==> src/rtl/param_pipelined_barrel_shifter.sv <==
// Width-parametrised barrel shifter, one register stage per shift-amount bit, valid/ready flow.
// Optional carry_out output enabled by defining BSHIFT_CARRY_EN.
module param_pipelined_barrel_shifter #(
  parameter int unsigned WIDTH = 8,
  localparam int unsigned SHW = $clog2(WIDTH)
) (
  input  logic             clk,
  input  logic             rst_n,
  input  logic             in_valid,
  output logic             in_ready,
  input  logic [WIDTH-1:0] in_data,
  input  logic [1:0]       operation,
  input  logic [SHW-1:0]   number_of_positions,
  input  logic             direction,
  output logic             out_valid,
  input  logic             out_ready,
  output logic [WIDTH-1:0] out_data
`ifdef BSHIFT_CARRY_EN
  ,
  output logic             carry_out
`endif
);

  typedef enum logic [1:0] {
    OpStore  = 2'd0,
    OpRotate = 2'd1,
    OpLogic  = 2'd2,
    OpArith  = 2'd3
  } op_e;

  logic advance;

  // Stage registers
  logic [WIDTH-1:0] data_q  [SHW];
  op_e              op_q    [SHW];
  logic [SHW-1:0]   amt_q   [SHW];
  logic             dir_q   [SHW];
  logic             fill_q  [SHW];
  logic             valid_q [SHW];

  // Stage inputs: index 0 is the accepted beat, index k is the output of stage k-1
  logic [WIDTH-1:0] st_data  [SHW];
  op_e              st_op    [SHW];
  logic [SHW-1:0]   st_amt   [SHW];
  logic             st_dir   [SHW];
  logic             st_fill  [SHW];
  logic             st_valid [SHW];

  logic [WIDTH-1:0] data_d   [SHW];

`ifdef BSHIFT_CARRY_EN
  logic           carry_q  [SHW];
  logic           st_carry [SHW];
  logic           carry_in;
  logic [SHW-1:0] carry_idx;

  // Shifted-out bit is known at accept; rotates pick the same source bit.
  always_comb begin
    carry_idx = '0;
    carry_in  = 1'b0;
    if (operation != OpStore && number_of_positions != '0) begin
      carry_idx = direction ? number_of_positions - SHW'(1) : SHW'(0) - number_of_positions;
      carry_in  = in_data[carry_idx];
    end
  end
`endif

  assign advance   = !valid_q[SHW-1] || out_ready;
  assign in_ready  = advance;
  assign out_valid = valid_q[SHW-1];
  assign out_data  = data_q[SHW-1];
`ifdef BSHIFT_CARRY_EN
  assign carry_out = carry_q[SHW-1];
`endif

  always_comb begin : stage_inputs
    st_data[0]  = in_data;
    st_op[0]    = op_e'(operation);
    st_amt[0]   = number_of_positions;
    st_dir[0]   = direction;
    // Arithmetic right fill is latched once so later stages never see a shifted sign bit.
    st_fill[0]  = (operation == OpArith) && in_data[WIDTH-1];
    st_valid[0] = in_valid;
`ifdef BSHIFT_CARRY_EN
    st_carry[0] = carry_in;
`endif
    for (int k = 1; k < SHW; k++) begin
      st_data[k]  = data_q[k-1];
      st_op[k]    = op_q[k-1];
      st_amt[k]   = amt_q[k-1];
      st_dir[k]   = dir_q[k-1];
      st_fill[k]  = fill_q[k-1];
      st_valid[k] = valid_q[k-1];
`ifdef BSHIFT_CARRY_EN
      st_carry[k] = carry_q[k-1];
`endif
    end
  end

  always_comb begin : stage_shift
    logic [WIDTH-1:0] res;
    for (int k = 0; k < SHW; k++) begin
      res = st_data[k];
      if (st_amt[k][k] && st_op[k] != OpStore) begin
        if (!st_dir[k]) begin
          res = st_data[k] << (1 << k);
          if (st_op[k] == OpRotate) begin
            res = res | (st_data[k] >> (WIDTH - (1 << k)));
          end
        end else begin
          res = st_data[k] >> (1 << k);
          if (st_op[k] == OpRotate) begin
            res = res | (st_data[k] << (WIDTH - (1 << k)));
          end else if (st_fill[k]) begin
            res = res | ~({WIDTH{1'b1}} >> (1 << k));
          end
        end
      end
      data_d[k] = res;
    end
  end

  always_ff @(posedge clk or negedge rst_n) begin
    if (!rst_n) begin
      for (int k = 0; k < SHW; k++) begin
        data_q[k]  <= '0;
        op_q[k]    <= OpStore;
        amt_q[k]   <= '0;
        dir_q[k]   <= 1'b0;
        fill_q[k]  <= 1'b0;
        valid_q[k] <= 1'b0;
`ifdef BSHIFT_CARRY_EN
        carry_q[k] <= 1'b0;
`endif
      end
    end else if (advance) begin
      for (int k = 0; k < SHW; k++) begin
        data_q[k]  <= data_d[k];
        op_q[k]    <= st_op[k];
        amt_q[k]   <= st_amt[k];
        dir_q[k]   <= st_dir[k];
        fill_q[k]  <= st_fill[k];
        valid_q[k] <= st_valid[k];
`ifdef BSHIFT_CARRY_EN
        carry_q[k] <= st_carry[k];
`endif
      end
    end
  end

  // Control fields of the last stage are carried for uniformity but not consumed.
  logic unused_ctrl;
  always_comb begin
    unused_ctrl = ^{op_q[SHW-1], dir_q[SHW-1], fill_q[SHW-1]};
    for (int k = 0; k < SHW; k++) begin
      unused_ctrl = unused_ctrl ^ (^amt_q[k]);
    end
  end

endmodule

==> config.mk <==
export PLATFORM = sky130hd
export DESIGN_NAME = param_pipelined_barrel_shifter
export DESIGN_NICKNAME = d
export VERILOG_FILES = /design/src/rtl/param_pipelined_barrel_shifter.sv
export SDC_FILE = /design/constraint.sdc
export NUM_CORES = 1
export LEC_CHECK = 0
export CAP_MARGIN = 20
export CORE_UTILIZATION = 40
export DETAILED_ROUTE_END_ITERATION = 6
export GPL_TIMING_DRIVEN = 0
export PLACE_DENSITY = 0.62
export SYNTH_ARGS = -nofsm -noshare
export SYNTH_HDL_FRONTEND = slang
export SYNTH_SLANG_ARGS = --single-unit
==> constraint.sdc <==
create_clock -name clk -period 3.1 [get_ports clk]
set_input_delay 0.465 -clock clk [delete_from_list [all_inputs] [get_ports clk]]
set_output_delay 0.465 -clock clk [all_outputs]
set_load 0.01 [all_outputs]
==> results.json <==
{
  "critPathRequiredTime_ns": 2.63,
  "adder_and_majority_cell_fraction_of_the_synthesized_area_pct": 0,
  "initial_antenna_violation_count": 0,
  "die-height_um": 72.8,
  "clock_pin_transition_on_the_worst_setup_and_hold_timing_paths_ns": 0.07,
  "worstPathCellList": "clkdlybuf4s50_1 > nor2b_1 > inv_1 > clkbuf_1 > clkdlybuf4s50_1",
  "max_cap_viol_count": 0,
  "timing.rr.end": "out_data[5]$_DFFE_PN0P_",
  "cp_common_cell": "sky130_fd_sc_hd__clkdlybuf4s50_1",
  "crit_path_top_delay_cell": "sky130_fd_sc_hd__clkdlybuf4s50_1",
  "synth.distinct_cells": 20,
  "tightest_slew_ns": 0.837,
  "gp_routability_congestion": 0.893,
  "startpoint_type": "input port",
  "htree_num_levels": 2,
  "synth-warning-count": 0,
  "grt-ovfl-total": 0,
  "initial_detailed_routing_violation_count": 87,
  "synth_edf_count": 0,
  "finish.utilization_pct": 51.1,
  "finish.net_count": 296,
  "cts_setup_buffers": 0,
  "rsz_0062_raised_after_global_routing": "no",
  "post_cts_resized": 0,
  "area.growth.synth_to_final_pct": 21.9,
  "regToRegStartpoint": "out_valid$_DFFE_PN0P_",
  "clock_sink_count": 38,
  "wire_per_inst_um": 12.9,
  "first_global_vias": 1564,
  "detailed_place_hpwl_um": 3200,
  "synth_seq_area_share_pct": 47.4,
  "grt_first_pass_wirelength_um": 7510,
  "synth_xor_xnor_area_share_pct": 0,
  "status": "finished clean",
  "total_setup_violations_reported_at_the_end_of_the_flow": 0,
  "antenna_cells_inserted": 0,
  "maxClockFrequency_mhz": 388,
  "coreArea_um2": 4790,
  "final.period_utilization_pct": 83.0,
  "grt_max_degree": 39,
  "synth_common_cells": "sky130_fd_sc_hd__nand2_1, sky130_fd_sc_hd__o21ai_0, sky130_fd_sc_hd__dfrtp_1",
  "route.vias.total": 1724,
  "place.port_buffers": 27,
  "io_pins": 28,
  "timing_hold_violations_final": 0,
  "relSlewSlack_pct": 44.2,
  "post_detailed_route_count_of_antenna_violating_nets": 0,
  "setup_tns_ns": 0,
  "cts_buffers": 5,
  "instance_count_of_the_mapped_netlist": 244,
  "cts_hold_buffers": 0,
  "synth_ff_type": "sky130_fd_sc_hd__dfrtp_1",
  "drt_wl_total_um": 4470,
  "reg2reg_setup_slack_ns": 1.64,
  "die_width_um": 72.8,
  "fin_skew_ns": 0.00320,
  "maxSlewViolCount": 0,
  "clk_root_buffer_cell": "sky130_fd_sc_hd__clkbuf_8",
  "cell_area_after_placement_um2": 2360,
  "die_outline_area_um2": 5300,
  "timing.critical_path.slowest_cell_delay_ns": 0.64,
  "p_leak_nw": 1.10,
  "path_class": "input port to primary output",
  "combinational_family_with_the_most_area_after_synthesis": "simple AND/OR/NAND/NOR gates",
  "postLayoutCellArea_um2": 2450,
  "vdd_drop_max_mv": 0.242,
  "clock_tree_from_tritoncts": "built",
  "worst_setup_path_end_kind": "primary output",
  "fp-row-count": 25,
  "postSynth.asyncResetShare_pct": 100,
  "post-route-min-period_ns": 2.57,
  "worst-path-max-fanout": 10,
  "detailedRoute.firstPassIterationCount": 5,
  "ys_seq_elements": 38,
  "initial_utilization_pct": 41.9,
  "synth_area_leaders": "sky130_fd_sc_hd__dfrtp_1, sky130_fd_sc_hd__nand2_1, sky130_fd_sc_hd__o21ai_0",
  "synth_compound_area_share_pct": 18.8,
  "synth_top_area_share_pct": 47.4,
  "syn_area_per_cell_um2": 8.23,
  "number_of_vias_per_cell_after_detailed_routing": 4.98,
  "yosys.area.top_type": "sky130_fd_sc_hd__dfrtp_1",
  "hp-class": "input port to async pin",
  "groute.usage.overall_pct": 18.6,
  "ratio_of_cells_with_drive_above_1_in_the_final_layout_pct": 9.32,
  "clockBufferDepth": 2,
  "hold_ws_ns": 0.262,
  "remaining_drc_errors": 0,
  "origin_of_the_worst_setup_path": "out_ready",
  "muxShareOfSynthArea_pct": 7.04,
  "post-synth-top-count-cell": "sky130_fd_sc_hd__nand2_1",
  "cellPowerDensity_nw_per_um2": 811,
  "worstRegToRegCells": 5,
  "clk_latency_ns": 0.29,
  "syn_area_um2": 2010,
  "timing.critical_path.arrival_ns": 2.11,
  "synth_nets": 262,
  "yosys.area_share.simple_pct": 20.2
}
-- registers in the layout, summed over array words and instances, names as in the netlist --
register,cells
amt_q,3
fill_q,2
dir_q,2
out_data,8
op_q,4
out_valid,1
st_valid,2
data_q,16
-- kinds of logic after synthesis --
family	count (synthesis)
compound gates	68
buf+inv	24
flops	38
mux	14
simple gates	100
-- metal layers --
layer	GRT usage [%]	share of wire (%)	up-vias	wire (um)
met2	31.8	48	53	2160
li1	-	-	880	-
met3	2.49	3.2	11	144
met1	24.1	46	780	2070
met4	7.19	2.1	0	92
met5	0	0	-	0
-- worst max-delay path by stage --
stage | depth (start not counted) | slack [ns] | end
floorplan | 3 | 1.73 | in_ready
global placement | 5 | 0.51 | in_ready
detailed placement | 5 | 0.53 | in_ready
CTS | 5 | 0.52 | in_ready
global route | 5 | 0.45 | in_ready
finish | 5 | 0.53 | in_ready
-- metrics by stage --
step           instances  worst slack (ns)  power (mW)
5_1_grt              346             0.447        2.14
4_1_cts              346             0.517        2.00
3_5_place_dp         338             0.526        1.64
6_report             346             0.525        1.99
2_1_floorplan        244              1.73        1.34
3_3_place_gp         338             0.507        1.63
-- critical path: cells and delay by family --
kind | cells | cell delay (ns)
buffers and inverters | 4 | 1.58
AND/OR/NAND/NOR | 1 | 0.07
-- cells in the final DEF, fill, tap and decap left out, drive strengths merged, types with 2 or more instances in the layout --
cell type / Yosys / final
buf: 17 / 18
dfrtp: 38 / 38
inv: 2 / 2
o21a: 3 / 3
nand2: 72 / 72
mux2i: 13 / 13
a32oi: 4 / 4
clkbuf: 5 / 12
o21ai: 40 / 40
o22ai: 3 / 3
nor2b: 6 / 6
nand2b: 4 / 4
a21oi: 15 / 15
clkdlybuf4s50: 0 / 26
a211o: 2 / 2
nor2: 16 / 16
-- cell type report --
| class | instances | area (um^2) |
|---|---|---|
| inverter | 2 | 7.51 |
| tap | 67 | 83.8 |
| multi-input combinational | 182 | 925 |
| sequential | 38 | 951 |
| buffer | 22 | 124 |
| fill | 490 | 2340 |
| timing repair buffer | 27 | 265 |
| clock inverter | 1 | 5.00 |
| clock buffer | 7 | 86.3 |
-- where the power goes --
group / internal, mW / switching (mW) / leakage, nW
clock network: 0.180 / 0.175 / 0.0482
registers: 0.679 / 0.170 / 0.460
logic: 0.393 / 0.389 / 0.589
total: 1.25 / 0.734 / 1.10
(Power assumes the default switching activity.)
